===== src/rtl/alu_arb.sv =====
// Two-requester round-robin front end for a shared combinational ALU.
// Accepts one operation, drives the ALU for one cycle, then holds the result until the consumer takes it.
module alu_arb #(
    parameter bit RR_INIT = 1'b0
) (
    input  logic        CLK,
    input  logic        RES,
    input  logic        REQ0_VLD,
    output logic        REQ0_RDY,
    input  logic        REQ0_RCC,
    input  logic [2:0]  REQ0_FCT3,
    input  logic [6:0]  REQ0_FCT7,
    input  logic [31:0] REQ0_OP1,
    input  logic [31:0] REQ0_OP2,
    input  logic        REQ1_VLD,
    output logic        REQ1_RDY,
    input  logic        REQ1_RCC,
    input  logic [2:0]  REQ1_FCT3,
    input  logic [6:0]  REQ1_FCT7,
    input  logic [31:0] REQ1_OP1,
    input  logic [31:0] REQ1_OP2,
    output logic        ALU_RCC,
    output logic [2:0]  ALU_FCT3,
    output logic [6:0]  ALU_FCT7,
    output logic [31:0] ALU_U1REG,
    output logic [31:0] ALU_S1REG,
    output logic [31:0] ALU_U2REGX,
    output logic [31:0] ALU_S2REGX,
    input  logic [31:0] ALU_RMDATA,
    output logic        RSP_VLD,
    input  logic        RSP_RDY,
    output logic        RSP_ID,
    output logic [31:0] RSP_DATA,
    output logic        BUSY
);

    typedef enum logic [1:0] {IDLE, EXEC, RESP} state_t;

    state_t      state_q, state_d;
    logic        last_q, last_d;
    logic        owner_q, owner_d;
    logic        rcc_q, rcc_d;
    logic [2:0]  fct3_q, fct3_d;
    logic [6:0]  fct7_q, fct7_d;
    logic [31:0] op1_q, op1_d;
    logic [31:0] op2_q, op2_d;
    logic        rsp_vld_q, rsp_vld_d;
    logic        rsp_id_q, rsp_id_d;
    logic [31:0] rsp_data_q, rsp_data_d;

    logic gnt_id;
    logic can_accept;
    logic accept;

    always_ff @(posedge CLK or posedge RES) begin
        if (RES) begin
            state_q    <= IDLE;
            last_q     <= ~RR_INIT;
            owner_q    <= 1'b0;
            rcc_q      <= 1'b0;
            fct3_q     <= 3'd0;
            fct7_q     <= 7'd0;
            op1_q      <= 32'd0;
            op2_q      <= 32'd0;
            rsp_vld_q  <= 1'b0;
            rsp_id_q   <= 1'b0;
            rsp_data_q <= 32'd0;
        end else begin
            state_q    <= state_d;
            last_q     <= last_d;
            owner_q    <= owner_d;
            rcc_q      <= rcc_d;
            fct3_q     <= fct3_d;
            fct7_q     <= fct7_d;
            op1_q      <= op1_d;
            op2_q      <= op2_d;
            rsp_vld_q  <= rsp_vld_d;
            rsp_id_q   <= rsp_id_d;
            rsp_data_q <= rsp_data_d;
        end
    end

    always_comb begin
        // Tie goes to whoever was not granted last; otherwise the sole valid requester.
        gnt_id     = (REQ0_VLD && REQ1_VLD) ? ~last_q : REQ1_VLD;
        can_accept = (state_q == IDLE) || ((state_q == RESP) && RSP_RDY);
        accept     = can_accept && (REQ0_VLD || REQ1_VLD);
        REQ0_RDY   = accept && !gnt_id;
        REQ1_RDY   = accept && gnt_id;

        state_d    = state_q;
        last_d     = last_q;
        owner_d    = owner_q;
        rcc_d      = rcc_q;
        fct3_d     = fct3_q;
        fct7_d     = fct7_q;
        op1_d      = op1_q;
        op2_d      = op2_q;
        rsp_vld_d  = rsp_vld_q;
        rsp_id_d   = rsp_id_q;
        rsp_data_d = rsp_data_q;

        case (state_q)
            EXEC: begin
                rsp_data_d = ALU_RMDATA;
                rsp_id_d   = owner_q;
                rsp_vld_d  = 1'b1;
                state_d    = RESP;
            end
            RESP: begin
                if (RSP_RDY) begin
                    rsp_vld_d = 1'b0;
                    state_d   = IDLE;
                end
            end
            default: state_d = IDLE;
        endcase

        if (accept) begin
            last_d  = gnt_id;
            owner_d = gnt_id;
            rcc_d   = gnt_id ? REQ1_RCC  : REQ0_RCC;
            fct3_d  = gnt_id ? REQ1_FCT3 : REQ0_FCT3;
            fct7_d  = gnt_id ? REQ1_FCT7 : REQ0_FCT7;
            op1_d   = gnt_id ? REQ1_OP1  : REQ0_OP1;
            op2_d   = gnt_id ? REQ1_OP2  : REQ0_OP2;
            state_d = EXEC;
        end
    end

    assign ALU_RCC    = rcc_q;
    assign ALU_FCT3   = fct3_q;
    assign ALU_FCT7   = fct7_q;
    assign ALU_U1REG  = op1_q;
    assign ALU_S1REG  = op1_q;
    assign ALU_U2REGX = op2_q;
    assign ALU_S2REGX = op2_q;
    assign RSP_VLD    = rsp_vld_q;
    assign RSP_ID     = rsp_id_q;
    assign RSP_DATA   = rsp_data_q;
    assign BUSY       = (state_q != IDLE);

endmodule


===== config.mk =====
export PLATFORM = sky130hd
export DESIGN_NAME = alu_arb
export DESIGN_NICKNAME = d
export VERILOG_FILES = /design/src/rtl/alu_arb.sv
export SDC_FILE = /design/constraint.sdc
export NUM_CORES = 1
export LEC_CHECK = 0
export ABC_AREA = 0
export BUFFER_PORTS_ARGS = -buffer_cell sky130_fd_sc_hd__buf_2
export CAP_MARGIN = 20
export CELL_PAD_IN_SITES_DETAIL_PLACEMENT = 2
export CELL_PAD_IN_SITES_GLOBAL_PLACEMENT = 2
export CORE_ASPECT_RATIO = 0.75
export CORE_UTILIZATION = 22
export DETAILED_ROUTE_END_ITERATION = 8
export GPL_ROUTABILITY_DRIVEN = 0
export GPL_TIMING_DRIVEN = 0
export PLACE_DENSITY = 0.86
export SETUP_SLACK_MARGIN = 0.3
export SYNTH_ARGS = -nofsm -noshare
export SYNTH_HDL_FRONTEND = slang
export SYNTH_SLANG_ARGS = --single-unit

===== constraint.sdc =====
create_clock -name CLK -period 3.4 [get_ports CLK]
set_input_delay 0.34 -clock CLK [delete_from_list [all_inputs] [get_ports CLK]]
set_output_delay 0.34 -clock CLK [all_outputs]
set_load 0.005 [all_outputs]

==> results of run 1 <==
-- final cells by class --
cell class / count / area share
buffer: 109 / 0.0813
clock buffer: 24 / 0.0599
clock inverter: 8 / 0.0178
inverter: 5 / 0.00269
multi-input combinational: 197 / 0.226
sequential: 113 / 0.338
tap: 331 / 0.0495
timing repair buffer: 366 / 0.225
-- layout by cell type (no fill, tap or decap), types with 2 or more instances in the layout --
master,count
bufinv_16,4
clkinvlp_4,3
o31a_1,75
mux2_2,33
buf_6,2
clkbuf_8,5
buf_12,3
clkbuf_16,17
a221o_1,75
nor2_1,2
a21o_1,3
nor2b_1,2
dfrtp_1,112
clkbuf_1,32
buf_4,64
buf_2,375
inv_1,4
a21oi_1,2
-- through the flow --
stage | worst slack (ns) | instance area (um^2) | utilization
finish | 0.535 | 8370 | 0.347
global route | 0.302 | 8370 | 0.347
CTS | 0.426 | 8370 | 0.347
detailed placement | 0.896 | 7710 | 0.320
global placement | 0.728 | 7650 | 0.317
floorplan | 1.69 | 5420 | -
-- registers in the layout, summed over array words and instances (netlist names) --
name and flops:
state_q 2, ALU_FCT3 3, ALU_S2REGX 32, last_q 1, ALU_FCT7 7, ALU_S1REG 32
owner_q 1, RSP_ID 1, RSP_VLD 1, ALU_RCC 1, RSP_DATA 32
-- how the worst max path moves through the flow --
stage	cells past startpoint	from	to	slack (ns)
floorplan	1	RES	ALU_FCT3[0]	1.69
global placement	2	RES	ALU_S1REG[1]	0.73
detailed placement	5	state_q[0]	BUSY	0.90
CTS	5	state_q[0]	BUSY	0.43
global route	5	state_q[1]	REQ0_RDY	0.30
finish	5	state_q[1]	REQ0_RDY	0.54
-- repair_timing --
item                                    in CTS  in global routing
gates resized for setup                      0                  0
endpoints found under the hold margin       19                  0
endpoints found under the setup margin       0                  0
hold buffers                                 1                  0
-- logic make-up (layout without fill, tap and decap cells) --
group | after synthesis | in the layout | share of synthesized area
AOI/OAI and AO/OA | 156 | 156 | 0.271
buffers and inverters | 114 | 512 | 0.129
and+or+nand+nor | 8 | 8 | 0.00947
muxes | 33 | 33 | 0.0686
DFF | 113 | 113 | 0.522
-- power by group through the flow --
stage / sequential (mW) / clock, mW / combinational (mW)
after global placement: 2.53 / 0 / 3.53
final: 2.56 / 1.99 / 3.65
after detailed placement: 2.58 / 0 / 3.69
after floorplan: 2.49 / 0 / 1.99
after CTS: 2.57 / 2.04 / 3.71
after global routing: 2.65 / 2.10 / 3.99
-- routing by layer --
layer,up-vias,GRT usage
li1,2372,-
met5,-,0
met2,231,0.321
met4,0,0.0477
met1,2686,0.233
met3,18,0.0599
==> results.md, run 1 <==
* Syn Nets at 611
* PortBufs at roughly 360
* Crit start category: flip-flop
* Initial antenna violation count at 1
* CP peak stage delay at 0.54 ns
* Yosys top cell area share at 0.517
* TNS Setup at 0 ns
* Leak Pwr at about 4.2 nW
* Register Area at around 2800 um^2
* Count leader, synth: dfrtp_1
* ANT nets after route at 0
* Max H-tree Level at 4
* Site row count at 49
* Layout filler cell count at approximately 2.6k
* Highest metal used: met4
* First-pass GRT wire length at around 35000 um
* # nets final at 996
* Bufs on Longest Clock Path at 2
* Worst setup EP type: primary output
* Post-synth EDFFs at 0
* Power density cells at between 900 and 1000 nW/um^2
* WHS at approximately 0.14 ns
* Sequential share of power at 0.312
* Yosys reg bits at approximately 110
* Vert. Die Dim at 138 um
* CTS buffer count at 17
* Most common library cells after synthesis: 112 x dfrtp_1, 75 x a221o_1, 75 x o31a_1, 64 x buf_4, 33 x mux2_2
* Net Switching at 2.78 mW
* CP max FO at 10
* Post-synthesis sequential area ratio at 0.522
* CP Buf/Inv Count at 3
* Die area at 25300 um^2
* CTS clock-pin slew for the worst setup and hold paths at 0.06 ns
* CP Cell Sequence: nor2b_1 -> buf_2 -> nor4b_2 -> clkbuf_1 -> buf_2
* CP arrival at between 2 and 3 ns
* Worst Path Required at roughly 3 ns
* Pre-Repair DR Iteration Count at 4
* Internal Pwr Total at 5.42 mW
* # IOs at about 360
* YS warnings at 0
* Skew final at around 0.013 ns
* Slew Limit Headroom at 0.496
* Non-filler cells, final at 1153
* Post-synth top area cell: dfrtp_1
* FFs w/ async S/R, synth at 1.00
* GRT Total Usage at 0.189
* Avg Synthesized Cell Area at 12.8 um^2
* Tcrit/Tclk final at 0.843
* Status: finished clean
* CP dominant cell by count: buf_2
* Initial Util at 0.225
* Initial drt markers at 163
* RR Endpoint: ALU_S2REGX[16]
* Crit path max-delay family: buffers and inverters
* Root Driver: clkbuf_16
* Worst min-delay path class: in2reg
* FF-to-FF setup slack at 0.99 ns
* Worst reg2reg path depth at 6
* Peak supply drop at 0.000325 V
* Combinational power share at 0.445
* Dominant synthesized flop cell: dfrtp_1
* CTS sink count at 113
* Largest net degree at the start of global routing at 37
* Worst hold endpoint: ALU_S2REGX[22]
* Vias in the first global route at just under 6k
* Worst Hold Path Cells at 2
* Min-Delay Startpoint: REQ1_OP2[22]
* Die width at ~180 um
* Largest cells by area after synthesis: dfrtp_1 52%, a221o_1 14%, o31a_1 12%, buf_4 8.9%, mux2_2 6.9%
* Slew Viols, Final at 0
* DRC Markers at 0
* Sw Share at 0.339
* Overflow after GRT at 0
* Post-Syn Area at about 5400 um^2
* Wire per inst at ~21 um
* Worst r2r src: state_q[1]
* Worst Path Class, Setup: reg2out
* Yosys cell types at 19
* Drt via density at about 4.6
* Overall Power at 8.20 mW
* Post-route minimum period at 2.86 ns
* Routed metal-1 wire length at 10400 um
* Placeable Area at 24100 um^2
* Routed met2 length at 11800 um
* RSZ-0062 raised after global routing: no
* Clock Power Share at 0.243
* Later-pin clock latency in the skew report at 0.42 ns
* Post-DP HPWL at 18600 um
* Area growth syn-to-layout at 54.4%
* Worst-Margin Slew at 0.756 ns
* Vias post-DR at 5307
* Share of layout cells above drive strength 1 at 0.623
* Crit path max-delay cell type: clkbuf_1
* Post-CTS setup buffers at 0
* Footprint of the multi-input gates at 1890 um^2
* Synthesized netlist cell count at around 420
* Peak Freq at roughly 350 MHz
* Met3 routed WL at 1660 um
* Post-Route WL at between 20000 and 25000 um
* Final Hold Viols at 0
* Dpl cells at 1120
* Number of diodes at 0
* Final setup vio count at 0
* Max cap viols at 0
* CTS tree: yes
No activity file was read; power rests on OpenSTA's default activity.
==> run 2, diff against run 1 <==
Settings changed: CORE_UTILIZATION 22 to 24, PLACE_DENSITY 0.86 to 0.89.
Clock period 3.4 ns to 2.68 ns, I/O delays scaled along.
==> run 2 against run 1 <==
Highest routed layer unchanged. Worst setup slack got worse by 0.099 ns. Critical path type unchanged. Clock power barely moved. Combinational power rose by 26%. Die area fell by 8.2%. Critical path depth did not move. Hold slack got worse by 0.064 ns. Register-to-register slack got worse by 0.38 ns. Critical endpoint unchanged. Cell area fell by 1.8%. Sequential share of layout area rose by 0.61 points. Utilization rose by 2.4 points.
==> results.md, run 2 (same netlist as run 1, synthesis figures left out) <==
* Status: finished clean
* Pre-Repair DR Iteration Count at 5
* # nets final at 997
* Initial antenna violation count at 2
* Worst-Margin Slew at between 0.6 and 0.7 ns
* Peak supply drop at 0.000366 V
* First-pass GRT wire length at 35000 um
* Crit start category: flip-flop
* TNS Setup at 0 ns
* Vert. Die Dim at 132 um
* CP Cell Sequence: nor2b_1 -> buf_2 -> nor4b_4 -> clkbuf_4 -> buf_2
* Final core occ at 0.372
* Dpl cells at 1083
* Crit path max-delay cell type: dfrtp_1
* CP dominant cell by count: buf_2
* Initial Util at 0.245
* Non-filler cells, final at 1118
* Worst Path Required at 2.41 ns
* Layout filler cell count at about 2.4k
* Commonest non-fill, non-tap cells in the layout: 375 x buf_2, 112 x dfrtp_1, 75 x o31a_1, 75 x a221o_1, 65 x buf_4
* Footprint of the multi-input gates at 1900 um^2
* Initial drt markers at ~130
* DRC Markers at 0
* CP arrival at about 2.0 ns
* Slew Viols, Final at 0
* Register Area at 2830 um^2
* Tcrit/Tclk final at 0.837
* Fin area at 8220 um^2
* Wire per inst at 20.4 um
* CTS clock-pin slew for the worst setup and hold paths at about 0.06 ns
* Final Hold Viols at 0
* ANT nets after route at 0
* Die area at 23200 um^2
* Vias in the first global route at 5981
* PortBufs at 362
* Worst reg2reg path depth at 6
* Post-route minimum period at 2.24 ns
* Most common cell after layout, fill and taps aside: buf_2
* WHS at between 0.08 and 0.09 ns
* Worst Setup SP: state_q[1]
* FF-to-FF setup slack at 0.61 ns
* Worst slack at placement at 0.381 ns
* Largest net degree at the start of global routing at 37
* Site row count at 47
* Crit path to: REQ0_RDY
* Min-Delay Startpoint: REQ1_OP1[14]
* RSZ-0062 raised after global routing: no
* Placed Area at around 7700 um^2
* Worst Path Class, Setup: reg2out
* CTS tree: yes
* CP max FO at 10
* Worst r2r src: state_q[1]
* Die width at 176 um
* GRT Total Usage at 0.198
* Worst min-delay path class: in2reg
* Area growth syn-to-layout at 51.7%
* Slew Limit Headroom at 0.581
* Final setup vio count at 0
* Post-Route WL at 22900 um
* RR Endpoint: ALU_S2REGX[1]
* # IOs at 363
* Power density cells at 1200 nW/um^2
* Placeable Area at 22100 um^2
* Overflow after GRT at 0
* Post-DP HPWL at 18200 um
* Vias post-DR at 5333
* Peak Freq at 446 MHz
* Max H-tree Level at 4
* Later-pin clock latency in the skew report at 0.42 ns
* Leak Pwr at 4.18 nW
* CTS sink count at 113
* CP peak stage delay at 0.40 ns
* Share of layout cells above drive strength 1 at 0.629
* CTS buffer count at 17
* Max cap viols at 0
* Worst setup EP type: primary output
* Bufs on Longest Clock Path at 2
* Drt via density at roughly 4.8
* Skew final at approximately 0.013 ns
* Root Driver: clkbuf_16
* Overall Power at 9.88 mW
* Final worst slack at 0.436 ns
## run 2: changes by cell type in the layout (fill, tap and decap cells not counted), moves of 2 or more
cell / delta
clkbuf_1: -5
clkbuf_8: -5
clkinv_2: +5
bufinv_16: -4
clkinvlp_4: +3
clkbuf_4: +2
diode_2: +2
inv_6: +2
## run 2: worst max-delay path, delay by kind of cell, from the launching register on
family / cells / cell delay [ns]
buffers and inverters: 3 / 0.65
DFF: 1 / 0.40
and+or+nand+nor: 2 / 0.52
## run 2: repair_timing
item,CTS,global route
setup buffers,1,0
gates resized for setup,5,2
hold buffers,1,0
pin swaps,1,1
hold endpoints to repair,11,0
setup endpoints to repair,3,2
## run 2: where the power goes
group,total (mW),switching [mW],internal (mW)
combinational,4.60,1.95,2.65
sequential,3.25,0.693,2.56
clock,2.02,0.852,1.17
total,9.88,3.50,6.38
## run 2: how the worst min path moves through the flow
stage	endpoint	slack, ns	cells past startpoint
after detailed placement	RSP_DATA[25]	0.27	2
after CTS	ALU_FCT7[0]	0.05	2
after global routing	ALU_FCT3[1]	0.07	2
final	ALU_S1REG[14]	0.08	2
after floorplan	ALU_FCT3[0]	0.41	1
after global placement	RSP_DATA[13]	0.48	1
## run 2: metal layers
layer	wire length, um	vias to the layer above	global-route usage
li1	-	2380	-
met1	9360	2656	0.238
met2	11600	256	0.340
met3	1420	41	0.0531
met4	507	0	0.0715
met5	0	-	0
## run 2: area by class of cell
cell class	instances	area share
Sequential cell	113	0.344
Multi-Input combinational cell	197	0.231
Timing Repair Buffer	367	0.230
Buffer	109	0.0839
Clock buffer	17	0.0517
Tap cell	294	0.0447
Clock inverter	14	0.0114
Inverter	5	0.00274
Antenna cell	2	0.000609
==> run 3, diff against run 2 <==
Settings changed: ABC_AREA 0 to 1, CORE_UTILIZATION 24 to 22, PLACE_DENSITY 0.89 to 0.9.
Clock period 2.68 ns to 2.14 ns, I/O delays scaled along.
==> run 3 against run 2 <==
Synthesized area increased by 8.9%. Cell count increased by 39%. Sequential power increased by 23%. First-iteration DRC count increased by 43%. Count of clock-buffer cells in the layout increased by 3. Largest power group unchanged.
==> results.md, run 3 <==
* Crit path max-delay family: flip-flops
* Worst Path Class, Setup: reg2out
* ANT nets after route at 0
* Post-synth top area cell: dfrtp_1
* Later-pin clock latency in the skew report at 0.41 ns
* Overflow after GRT at 0
* Dominant synthesized flop cell: dfrtp_1
* Levels on crit path at 7
* Peak supply drop at 0.000481 V
* Commonest non-fill, non-tap cells in the layout: 449 x nand2_1, 382 x buf_2, 112 x dfrtp_1
* Yosys reg bits at roughly 110
* Final setup vio count at 0
* TNS Setup at 0 ns
* Slew Viols, Final at 0
* FFs w/ async S/R, synth at 1.00
* Worst slack at placement at ~0.09 ns
* Max H-tree Level at 4
* CP peak stage delay at 0.57 ns
* CTS buffer count at 17
* Vert. Die Dim at 144 um
* Pre-Repair DR Iteration Count at 4
* Worst r2r src: last_q
* Bufs on Longest Clock Path at 2
* Wire per inst at 17.6 um
* CP arrival at 1.55 ns
* Peak Freq at between 500 and 600 MHz
* Crit start category: flip-flop
* Worst min-delay path class: in2reg
* Max cap viols at 0
* RSZ-0062 raised after global routing: yes
* Tcrit/Tclk final at 0.826
* CP max FO at 4
* Worst Path Required at 1.93 ns
* Status: finished clean
* Worst Setup SP: last_q
* Avg Synthesized Cell Area at roughly 7.4 um^2
* YS warnings at 0
* Crit path max-delay cell type: dfstp_2
* Initial Util at 0.226
* Count leader, synth: nand2_1
* Post-Syn Area at 5900 um^2
* Synthesized netlist cell count at 802
* Post-synth EDFFs at 0
* Share of layout cells above drive strength 1 at 0.425
* Drt via density at 4.34
* Die area at 27500 um^2
* Die width at 191 um
* Site row count at just over 50
* Most common cell after layout, fill and taps aside: nand2_1
* Worst setup EP type: primary output
* GRT Total Usage at 0.195
* Vias post-DR at 6727
* Post-Route WL at 27300 um
* CP Cell Sequence: nand2_4 -> nand2_4 -> buf_12 -> buf_12 -> inv_2 -> nor2_1 -> buf_2
* Worst Hold Path Cells at 3
* Leak Pwr at approximately 5.4 nW
* Yosys top cell area share at 0.475
* Post-DP HPWL at 21500 um
* Slew Limit Headroom at 0.517
* Worst-Margin Slew at 0.724 ns
* CTS sink count at roughly 110
* Syn Nets at 989
* CTS clock-pin slew for the worst setup and hold paths at around 0.060 ns
* Final Hold Viols at 0
* Power density cells at 1440 nW/um^2
* # nets final at 1380
* Worst reg2reg path depth at 8
* Initial antenna violation count at 3
* CTS tree: yes
* Skew final at around 0.011 ns
* Largest cells by area after synthesis: dfrtp_1 47%, nand2_1 29%, nand3_1 9.2%, buf_4 8.9%, buf_2 2.0%
* Post-route minimum period at 1.77 ns
* Post-synthesis sequential area ratio at 0.479
* Root Driver: clkbuf_16
* Min-Delay Startpoint: ALU_RMDATA[15]
* CP Buf/Inv Count at 4
* Most common library cells after synthesis: 452 x nand2_1, 112 x dfrtp_1, 108 x nand3_1, 70 x buf_4, 23 x buf_2
* Vias in the first global route at 7223
* Area growth syn-to-layout at 52.2%
* Placeable Area at roughly 26000 um^2
* First-pass GRT wire length at 40700 um
* Initial drt markers at 180
* # IOs at 363
* Final worst slack at 0.372 ns
* DRC Markers at 0
* PortBufs at 362
* Largest net degree at the start of global routing at 37
* Yosys cell types at 17
==> run 3: final cells by class <==
type	count	area [um^2]
Antenna cell	1	2.50
Buffer	114	798
Clock buffer	20	467
Clock inverter	10	183
Fill cell	3180	17200
Inverter	7	30.0
Multi-Input combinational cell	568	2320
Sequential cell	113	2830
Tap cell	344	430
Timing Repair Buffer	372	1930
==> run 3: per-stage QoR <==
step           hold slack, ns  area [um^2]  power (mW)  instances   util
6_report               0.0365         8980        12.9       1549  0.343
5_1_grt                0.0193         8980        13.9       1549  0.343
4_1_cts                0.0196         8930        13.1       1545  0.341
3_5_place_dp            0.227         8210        9.73       1511  0.314
3_3_place_gp            0.444         8150        9.39       1508  0.311
2_1_floorplan           0.321         5900        6.76        802      -
==> run 3: report_power, final <==
group | total, mW | switching (mW) | internal [mW]
registers | 4.00 | 0.835 | 3.17
clock network | 3.20 | 1.06 | 2.15
logic | 5.70 | 2.99 | 2.71
total | 12.9 | 4.88 | 8.02
==> run 3: per-layer routing <==
metal,track usage,wire [um],share of wire,up-vias
li1,-,-,-,3205
met1,0.238,11800,0.43,3268
met2,0.342,13400,0.49,231
met3,0.0530,1700,0.062,21
met4,0.0430,335,0.012,2
met5,0,13,0.00048,-
==> run 3: final timing paths <==
check | endpoint | slack (ns)
setup reg to reg | ALU_S1REG[2] | 0.41
hold reg to reg | RSP_DATA[10] | 0.47
max in group asynchronous | last_q | 0.96
min in group asynchronous | RSP_DATA[8] | 0.35
hold / removal | RSP_DATA[15] | 0.04
setup / recovery | REQ0_RDY | 0.37
==> run 3: repair_timing <==
action,CTS,global route
gates resized for setup,13,8
pin swaps,2,3
hold endpoints to repair,12,0
hold buffers,1,0
setup buffers,3,3
setup endpoints to repair,32,3
==> run 3: kinds of logic after synthesis <==
| group | Yosys count | synth area share |
|---|---|---|
| buf+inv | 121 | 0.133 |
| compound gates | 4 | 0.00445 |
| flops | 113 | 0.479 |
| simple gates | 564 | 0.383 |
==> run 3: tightest hold or removal path, delay by kind of cell <==
| family | cells | cell delay (ns) |
|---|---|---|
| buf+inv | 1 | 0.07 |
| simple gates | 2 | 0.12 |
